<file path="src/rtl/legv8_ctrl_pkg.sv">
`default_nettype none
// ============================================================================
// legv8_ctrl_pkg : state/class encodings and opcode constants   (rev 1.0)
// ============================================================================
package legv8_ctrl_pkg;

   typedef enum logic [3:0] {
      ST_FETCH    = 4'd0,
      ST_DECODE   = 4'd1,
      ST_EXEC_R   = 4'd2,
      ST_EXEC_MEM = 4'd3,
      ST_MEM_RD   = 4'd4,
      ST_MEM_WR   = 4'd5,
      ST_WB_R     = 4'd6,
      ST_WB_LD    = 4'd7,
      ST_BRANCH   = 4'd8,
      ST_TRAP     = 4'd9
   } state_t;

   // ILL is the all-zero code so a cleared class register reads as illegal.
   typedef enum logic [2:0] {
      CLS_ILL = 3'd0,
      CLS_R   = 3'd1,
      CLS_LD  = 3'd2,
      CLS_ST  = 3'd3,
      CLS_CBZ = 3'd4,
      CLS_B   = 3'd5
   } iclass_t;

   localparam logic [10:0] OP_ADD  = 11'b10001011000;
   localparam logic [10:0] OP_SUB  = 11'b11001011000;
   localparam logic [10:0] OP_AND  = 11'b10001010000;
   localparam logic [10:0] OP_ORR  = 11'b10101010000;
   localparam logic [10:0] OP_LDUR = 11'b11111000010;
   localparam logic [10:0] OP_STUR = 11'b11111000000;
   localparam logic [7:0]  OP_CBZ_PFX = 8'b10110100;
   localparam logic [5:0]  OP_B_PFX   = 6'b000101;

   localparam logic [1:0] ALU_ADD   = 2'b00;
   localparam logic [1:0] ALU_PASSB = 2'b01;
   localparam logic [1:0] ALU_FUNCT = 2'b10;

endpackage
`default_nettype wire

</file>
<file path="src/rtl/legv8_opdecode.sv">
`default_nettype none
// ============================================================================
// legv8_opdecode : combinational opcode -> instruction class    (rev 1.0)
// ============================================================================
module legv8_opdecode
   import legv8_ctrl_pkg::*;
(
   input  logic [10:0] opcode,
   output iclass_t     iclass
);

   always_comb begin
      iclass = CLS_ILL;
      if (opcode == OP_ADD || opcode == OP_SUB ||
          opcode == OP_AND || opcode == OP_ORR)
         iclass = CLS_R;
      else if (opcode == OP_LDUR)
         iclass = CLS_LD;
      else if (opcode == OP_STUR)
         iclass = CLS_ST;
      else if (opcode[10:3] == OP_CBZ_PFX)
         iclass = CLS_CBZ;
      else if (opcode[10:5] == OP_B_PFX)
         iclass = CLS_B;
   end

endmodule
`default_nettype wire

</file>
<file path="src/rtl/legv8_multicycle_ctrl.sv">
`default_nettype none
// ============================================================================
// legv8_multicycle_ctrl : multi-cycle LEGv8 control FSM         (rev 1.0)
// ============================================================================
module legv8_multicycle_ctrl
   import legv8_ctrl_pkg::*;
(
   input  logic        clk,
   input  logic        reset,
   input  logic [10:0] opcode,
   input  logic        zero,
   input  logic        imem_ack,
   input  logic        dmem_ack,
   output logic        imem_req,
   output logic        dmem_req,
   output logic        dmem_we,
   output logic        ir_write,
   output logic        pc_write,
   output logic        pc_src,
   output logic        reg2loc,
   output logic        alu_src,
   output logic [1:0]  alu_op,
   output logic        mem_to_reg,
   output logic        reg_write,
   output logic        retire,
   output logic        trap
);

   state_t  state, next_state;
   iclass_t cls, dec_cls;

   legv8_opdecode u_opdecode (
      .opcode (opcode),
      .iclass (dec_cls)
   );

   always_ff @(posedge clk) begin
      if (reset) begin
         state <= ST_FETCH;
         cls   <= CLS_ILL;
      end else begin
         state <= next_state;
         if (state == ST_DECODE)
            cls <= dec_cls;
      end
   end

   always_comb begin
      next_state = state;
      case (state)
         ST_FETCH:    if (imem_ack) next_state = ST_DECODE;
         ST_DECODE: begin
            case (dec_cls)
               CLS_R:          next_state = ST_EXEC_R;
               CLS_LD, CLS_ST: next_state = ST_EXEC_MEM;
               CLS_CBZ, CLS_B: next_state = ST_BRANCH;
               default:        next_state = ST_TRAP;
            endcase
         end
         ST_EXEC_R:   next_state = ST_WB_R;
         ST_EXEC_MEM: next_state = (cls == CLS_ST) ? ST_MEM_WR : ST_MEM_RD;
         ST_MEM_RD:   if (dmem_ack) next_state = ST_WB_LD;
         ST_MEM_WR:   if (dmem_ack) next_state = ST_FETCH;
         ST_WB_R, ST_WB_LD, ST_BRANCH: next_state = ST_FETCH;
         ST_TRAP:     next_state = ST_TRAP;
         default:     next_state = ST_FETCH;
      endcase
   end

   always_comb begin
      imem_req   = 1'b0;
      dmem_req   = 1'b0;
      dmem_we    = 1'b0;
      ir_write   = 1'b0;
      pc_write   = 1'b0;
      pc_src     = 1'b0;
      reg2loc    = 1'b0;
      alu_src    = 1'b0;
      alu_op     = ALU_ADD;
      mem_to_reg = 1'b0;
      reg_write  = 1'b0;
      retire     = 1'b0;
      trap       = 1'b0;
      case (state)
         ST_FETCH: begin
            imem_req = 1'b1;
            ir_write = imem_ack;
         end
         // Class register is loaded at the end of DECODE, so use the live decode here.
         ST_DECODE:   reg2loc = (dec_cls == CLS_ST) || (dec_cls == CLS_CBZ);
         ST_EXEC_R:   alu_op  = ALU_FUNCT;
         ST_EXEC_MEM: begin
            alu_src = 1'b1;
            alu_op  = ALU_ADD;
            reg2loc = (cls == CLS_ST);
         end
         ST_MEM_RD:   dmem_req = 1'b1;
         ST_MEM_WR: begin
            dmem_req = 1'b1;
            dmem_we  = 1'b1;
            reg2loc  = 1'b1;
            pc_write = dmem_ack;
            retire   = dmem_ack;
         end
         ST_WB_R: begin
            reg_write = 1'b1;
            pc_write  = 1'b1;
            retire    = 1'b1;
            alu_op    = ALU_FUNCT;
         end
         ST_WB_LD: begin
            reg_write  = 1'b1;
            mem_to_reg = 1'b1;
            pc_write   = 1'b1;
            retire     = 1'b1;
         end
         ST_BRANCH: begin
            alu_op   = ALU_PASSB;
            reg2loc  = 1'b1;
            pc_write = 1'b1;
            retire   = 1'b1;
            pc_src   = (cls == CLS_B) || ((cls == CLS_CBZ) && zero);
         end
         ST_TRAP:     trap = 1'b1;
         default: ;
      endcase
      // An instruction aborted by reset must not commit architectural state.
      if (reset) begin
         pc_write  = 1'b0;
         reg_write = 1'b0;
         retire    = 1'b0;
      end
   end

endmodule
`default_nettype wire

</file>
<file path="config.mk">
export PLATFORM = sky130hd
export DESIGN_NAME = legv8_multicycle_ctrl
export DESIGN_NICKNAME = d
export VERILOG_FILES = /design/src/rtl/legv8_ctrl_pkg.sv /design/src/rtl/legv8_opdecode.sv /design/src/rtl/legv8_multicycle_ctrl.sv
export SDC_FILE = /design/constraint.sdc
export NUM_CORES = 1
export LEC_CHECK = 0
export BUFFER_PORTS_ARGS = -buffer_cell sky130_fd_sc_hd__buf_2
export CORE_MARGIN = 4
export CORE_UTILIZATION = 40
export CTS_CLUSTER_DIAMETER = 200
export DETAILED_ROUTE_END_ITERATION = 10
export PLACE_DENSITY = 0.84
export SYNTH_ARGS = -nofsm -noshare
export SYNTH_HDL_FRONTEND = slang
export SYNTH_SLANG_ARGS = --single-unit
</file>
<file path="constraint.sdc">
create_clock -name clk -period 1.4 [get_ports clk]
set_input_delay 0.21 -clock clk [delete_from_list [all_inputs] [get_ports clk]]
set_output_delay 0.21 -clock clk [all_outputs]
set_load 0.05 [all_outputs]
</file>
==> results of run 1 <==
## stage by stage
stage | utilization [%] | hold slack, ns
after detailed placement | 68.2 | 0.554
after global placement | 68.2 | 0.541
after floorplan | - | 0.387
after CTS | 82.7 | 0.304
## logic make-up after synthesis
group           after synthesis  share of synthesized area [%]
flops                         7                           22.0
simple gates                 54                           48.6
buf+inv                       7                           5.10
compound gates               18                           21.4
mux                           1                           1.57
xor+xnor                      1                           1.37
## synthesized netlist by cell type, types with 2 or more instances
cell,instances,area [µm²]
nand2_1,5,18.8
or3_1,2,12.5
nand4bb_1,2,22.5
nand2b_1,4,25.0
a21oi_1,5,25.0
nor2_1,16,60.1
clkbuf_1,2,7.51
a2111oi_0,2,17.5
nor3b_1,2,15.0
nor4bb_1,3,30.0
a211oi_1,2,15.0
o21bai_1,2,15.0
buf_2,2,10.0
nor3_1,9,45.0
nor4_1,4,25.0
dfxtp_1,7,140
## timing repair
item	in CTS
gates cloned	0
pin swaps	10
setup endpoints to repair	19
setup buffers	7
gates resized for setup	43
==> flow_summary.toml, run 1 <==
[cts]
ctsHoldBuffers = 0
htree_levels = 1
cts_buffers = 3
cts_buffer_depth = 2
clock_sinks = 7
root_buffer = "clkbuf_4"

[die]
initial_core_util_pct = 42.4
num_rows = 14
die_h_um = 47.9
die-width_um = 47.9
io_pins = 30

[outcome]
toolErrorMsg = "[ERROR DPL-0038] Utilization greater than 100%, impossible to legalize"
status = "aborted with a tool error"
haltStage = "5_1_grt"

[synth]
syn_area_um2 = 638
ys_seq_area_share_pct = 22.0
synth_fp_nets = 104
ys.flop_type = "dfxtp_1"
synth-edff-count = 0
ys_ff_latch = 7
ys_types = 35
synth.avg_cell_area_um2 = 7.25
netlist_instances = 88
synth_warnings = 0
async_reset_ff_share_pct = 0

[place]
hpwl_um = 1690
numPortBuffers = 29
place_area_mm2 = 0.00103
dp_cells = 147
gp_congestion = 0.823
dp_slack_ns = -0.307

[timing]
worstEpCategory = "output port"
grt-worst-endpoint = "reg2loc"

[global_route]
grt_max_degree = 15
==> run 2, diff against run 1 <==
Settings changed: CORE_AREA set to 4 4 65 67, CORE_MARGIN 4 to unset, CORE_UTILIZATION 40 to unset, CTS_CLUSTER_DIAMETER 200 to unset, DIE_AREA set to 0 0 69 71, PLACE_DENSITY 0.84 to unset, PLACE_DENSITY_LB_ADDON set to 0.15.
Clock period 1.4 ns to 1.8 ns, I/O delays scaled along.
==> run 2 against run 1 <==
- the flow now finishes, with violations (setup timing)
- synthesized area is the same
- synthesized cell count is the same
==> flow_summary.toml, run 2 <==
[outcome]
status = "finished, violations left"
violations = "setup timing"

[finish]
final_area_mm2 = 0.00109
synthToLayoutAreaGrowth_pct = 70.4
nets = 147
final_common_cell = "buf_2"
largest_reg_flops = 4
fillCellCount = 417
diodes = 0
regMostFlops = "state"
multi_input_area_um2 = 538
drive_gt1_share_pct = 45.4
regArea_um2 = 141
reg.largest.list = "state (4), cls (3)"
layout_common_cells = "buf_2 (23), nor2_1 (14), buf_4 (14), nor3_1 (8), dfxtp_1 (6)"
final_cells = 178

[cts]
cts_buffer_depth = 2
htree_levels = 1
clock_sinks = 7
clk_latency_ns = 0.23
path_clk_slew_ns = 0.04
cts_buffers = 3
cts_tree = "yes"
root_buffer = "clkbuf_8"

[critical_path]
path_class = "reg2out"
cp_max_fo = 2
r2r_slack_ns = 0.16
cp.arrival_ns = 1.65
worstSetupEndpointType = "output pin"
required_ns = 1.53
start_kind = "register"

[synth]
synth_fp_nets = 104
synth_warnings = 0
yosysMostFrequentCell = "nor2_1"
ys.flop_type = "dfxtp_1"
synth.avg_cell_area_um2 = 7.25
ys_seq_area_share_pct = 22.0
ys_types = 35
syn_area_um2 = 638
async_reset_ff_share_pct = 0
synth_top_cell_by_area = "dfxtp_1"
ys_ff_latch = 7
netlist_instances = 88
synth_area_leaders = "dfxtp_1 (22%), nor2_1 (9.4%), nor3_1 (7.1%), nor4bb_1 (4.7%), a21oi_1 (3.9%)"
synth_top_cell_area_share_pct = 22.0
yosys-top-cells-count = "nor2_1 (16), nor3_1 (9), dfxtp_1 (7)"
synth-edff-count = 0

[power]
p_sw_share_pct = 47.5
p_per_area_mw_per_mm2 = 1350
p_seq_share_pct = 16.0
p_clk_share_pct = 15.5
leakagePower_nw = 0.453
p_sw_mw = 0.697
combPwrFrac_pct = 68.4
finalPower_mw = 1.47
p_int_mw = 0.771
max-vdd-ir-drop_v = 0.000483

[routing]
vias = 801
route.detailed.drc = 0
wl_per_cell_um = 12.2
drt_iter0_drc = 28
ant_nets = 0
vias_per_cell = 4.50
first_pass_iters = 4
routed_wl_um = 2170

[timing]
relSlewSlack_pct = 67.9
period_needed_ns = 1.92
hold_slack_ns = 0.351
fin_skew_ns = 0.00451
post-route-period-util_pct = 106
fmax_mhz = 522
rsz0062_at_grt = "yes"
hold_violations = 0
setup_viol = 1
worst_pin_slew_ns = 0.469
setup_ws_ns = -0.116
slew_viol_final = 0

[die]
io_pins = 30
num_rows = 22
dieArea_mm2 = 0.00490
initial_core_util_pct = 17.6
die-width_um = 69
die_h_um = 71
core_region_area_mm2 = 0.00363

[hold_path]
hold_path_class = "in2reg"

[global_route]
grt_pass1_vias = 842
grt_pass1_wl_um = 3860
grt_max_degree = 15
overflow = 0
grt_util_all_layers_pct = 9.54
antenna_found_initial = 0

[place]
place_area_um2 = 961
hpwl_um = 1770
dp_cells = 171
gp_congestion = 0.818
numPortBuffers = 29

[flow_run]
drv_cap = 0
[run 2: cell counts after synthesis]
Identical to the previous run, type by type.
[run 2: path summary, 6_finish.rpt]
kind | endpoint | startpoint | cells after the start
max reg2reg | state[0]$_SDFFE_PP0P_ | state[3]$_SDFFE_PP0P_ | 6
max | reg2loc | state[3]$_SDFFE_PP0P_ | 5
min | cls[1]$_SDFFE_PP0P_ | reset | 2
min reg2reg | cls[2]$_SDFFE_PP0P_ | cls[2]$_SDFFE_PP0P_ | 2
[run 2: timing repair]
action / in CTS / in global routing
gates resized for setup: 9 / 8
pin swaps: 0 / 2
gates cloned: 0 / 0
endpoints found under the setup margin: 5 / 7
hold buffers: 0 / 0
buffers inserted: 0 / 3
[run 2: cell families after synthesis]
kind of cell           share of synthesized area [%]
AO/OA/AOI/OAI                                   21.4
XOR/XNOR                                        1.37
buffers and inverters                           5.10
flip-flops                                      22.0
multiplexers                                    1.57
AND/OR/NAND/NOR                                 48.6
[run 2: power by group through the flow]
| stage | sequential (mW) | combinational [mW] | clock [mW] |
|---|---|---|---|
| after floorplan | 0.230 | 0.687 | 0 |
| after global placement | 0.231 | 0.914 | 0 |
| after detailed placement | 0.235 | 0.909 | 0 |
| after CTS | 0.234 | 0.937 | 0.233 |
| after global routing | 0.244 | 1.08 | 0.254 |
| final | 0.235 | 1.00 | 0.228 |
[run 2: critical path, cell delays in order, from the launching register on]
cell and delay, ns:
dfxtp_2 0.32, or4b_4 0.53, a41oi_2 0.20, nand3_1 0.10
nand2_1 0.10, buf_6 0.16
[run 2: per-stage QoR]
| step | utilization (%) | worst slack, ns | setup TNS, ns |
|---|---|---|---|
| final | 29.9 | -0.116 | -0.116 |
| after global routing | 29.9 | -0.183 | -0.334 |
| after CTS | 28.4 | -0.121 | -0.176 |
| after detailed placement | 26.4 | 0.0549 | 0 |
| after global placement | 26.4 | 0.0740 | 0 |
| after floorplan | - | -0.364 | -1.61 |
[run 2: cell type report]
type / count / share of cell area [%]
multi-input combinational: 74 / 49.5
timing repair buffer: 44 / 27.5
sequential: 7 / 13.0
tap: 48 / 5.52
clock buffer: 4 / 4.14
inverter: 1 / 0.345
[run 2: layer usage]
layer	share of wire (%)	wire [µm]	GRT usage, %
met5	0	0	0
met2	55	1200	16.8
met4	0.78	17	2.60
met1	41	884	10.8
met3	3.3	72	3.55
No activity file was read; power rests on OpenSTA's default activity.
==> run 3, diff against run 2 <==
Settings changed: CTS_CLUSTER_DIAMETER set to 100.
Clock period 1.8 ns to 1.73 ns, I/O delays scaled along.
==> run 3 against run 2 <==
- routed wire length grew 6.0%
- sequential cell count is the same
- register-to-register slack is essentially flat
- clock skew shrank 0.0025 ns
- sequential share of layout area shrank 1.5 points
- the flow still finishes with violations (setup timing)
- via count grew 5.7%
- global-route usage shrank 0.29 points
- non-clock buffer count grew 7
==> flow_summary.toml, run 3 (synthesis results as in run 2) <==
[critical_path]
required_ns = 1.47
start_kind = "register"
worstSetupEndpointType = "output pin"
cp_max_fo = 2
path_class = "reg2out"
cp.arrival_ns = 1.62

[die]
io_pins = 30
die-width_um = 69
dieArea_mm2 = 0.00490
initial_core_util_pct = 17.6
die_h_um = 71
core_region_area_mm2 = 0.00363
num_rows = 22

[outcome]
status = "finished, violations left"
violations = "setup timing"

[cts]
clk_latency_ns = 0.23
clock_sinks = 7
path_clk_slew_ns = 0.04
cts_buffers = 3
cts_tree = "yes"
root_buffer = "clkbuf_8"
ctsHoldBuffers = 0
htree_levels = 1
cts_buffer_depth = 2

[global_route]
grt_pass1_wl_um = 3730
grt_util_all_layers_pct = 9.25
grt_pass1_vias = 825
overflow = 0
grt_max_degree = 15
antenna_found_initial = 0

[finish]
fillCellCount = 389
drive_gt1_share_pct = 53.3
layout_common_cells = "buf_2 (20), buf_4 (20), nor2_1 (11), nor3_1 (7)"
synthToLayoutAreaGrowth_pct = 92.9
final_area_mm2 = 0.00123
diodes = 0
reg.largest.list = "state (4), cls (3)"
final_cells = 185
regMostFlops = "state"
nets = 154
postLayoutCoreUtil_pct = 33.9
largest_reg_flops = 4

[routing]
vias_per_cell = 4.58
m1WireLength_um = 973
wl_met2_um = 1250
drt_iter0_drc = 22
dr_wl_met3_um = 78
top_layer = "met3"
first_pass_iters = 4
ant_nets = 0
routed_wl_um = 2300
vias = 847
route.detailed.drc = 0
wl_per_cell_um = 12.5

[timing]
setup_ws_ns = -0.152
rsz0062_at_grt = "yes"
worst_pin_slew_ns = 0.459
fmax_mhz = 531
hold_violations = 0
setup_viol = 2
relSlewSlack_pct = 68.6
slew_viol_final = 0
period_needed_ns = 1.88
post-route-period-util_pct = 109
fin_skew_ns = 0.00199

[place]
place_area_um2 = 996
dp_cells = 170
numPortBuffers = 29
gp_congestion = 0.734
hpwl_um = 1740

[power]
p_seq_share_pct = 14.0
max-vdd-ir-drop_v = 0.000372
p_int_mw = 0.944
p_clk_share_pct = 13.5
p_sw_share_pct = 45.6
combPwrFrac_pct = 72.5
p_per_area_mw_per_mm2 = 1410
p_sw_mw = 0.791
leakagePower_nw = 0.513

[flow_run]
drv_cap = 0

[hold_path]
hold_path_class = "in2reg"
run 3: cell types whose count changed in the layout (fill, tap and decap cells not counted), moves of 2 or more:
cell    previous run  this run
nor2_1            14        11
buf_8              1         3
buf_4             14        20
buf_12             0         2
buf_2             23        20
nor2_2             1         3
run 3: worst max-delay path, stage by stage, from the launching register on:
cell     delay, ns
dfxtp_1       0.31
or4b_4        0.55
a41oi_2       0.20
nand3_1       0.09
nand2_1       0.09
buf_6         0.16
run 3: cell type report:
| class | instances | area, µm² | area share [%] |
|---|---|---|---|
| Inverter | 1 | 3.75 | 0.305 |
| Multi-Input combinational cell | 74 | 578 | 47.0 |
| Clock buffer | 4 | 45.0 | 3.66 |
| Tap cell | 48 | 60.1 | 4.88 |
| Timing Repair Buffer | 51 | 403 | 32.7 |
| Sequential cell | 7 | 141 | 11.5 |
run 3: timing repair:
action / in CTS / in global routing
endpoints found under the setup margin: 8 / 9
buffers inserted: 3 / 8
resized for setup: 18 / 12
pin swaps: 3 / 5
run 3: power by group through the flow:
| stage | sequential (mW) | clock, mW | combinational, mW |
|---|---|---|---|
| 6_report | 0.242 | 0.234 | 1.26 |
| 5_1_grt | 0.249 | 0.251 | 1.35 |
| 4_1_cts | 0.244 | 0.242 | 1.12 |
| 3_5_place_dp | 0.245 | 0 | 0.999 |
| 3_3_place_gp | 0.244 | 0 | 0.996 |
| 2_1_floorplan | 0.247 | 0 | 0.763 |
run 3: metal layers:
metal | GRT usage [%] | up-vias
li1 | - | 433
met1 | 10.2 | 407
met2 | 17.2 | 7
met3 | 3.55 | 0
met4 | 1.30 | 0
met5 | 0 | -
run 3: path summary, 6_finish.rpt:
path                            slack (ns)  depth (start not counted)                  start                    end
worst max-delay path                 -0.15                          5  state[1]$_SDFFE_PP0P_                reg2loc
worst min-delay path                  0.37                          2                  reset    cls[1]$_SDFFE_PP0P_
worst max register to register        0.17                          5  state[1]$_SDFFE_PP0P_  state[3]$_SDFFE_PP0P_
worst min register to register        0.51                          2    cls[2]$_SDFFE_PP0P_    cls[2]$_SDFFE_PP0P_
run 3: through the flow:
stage                     hold slack, ns  power, mW  worst slack, ns  TNS, ns
after floorplan                    0.436       1.01           -0.361    -1.48
after global placement             0.505       1.24          0.00807        0
after detailed placement           0.501       1.24           0.0130        0
after CTS                          0.367       1.61           -0.162   -0.189
after global routing               0.371       1.84           -0.223   -0.430
final                              0.367       1.74           -0.152   -0.215
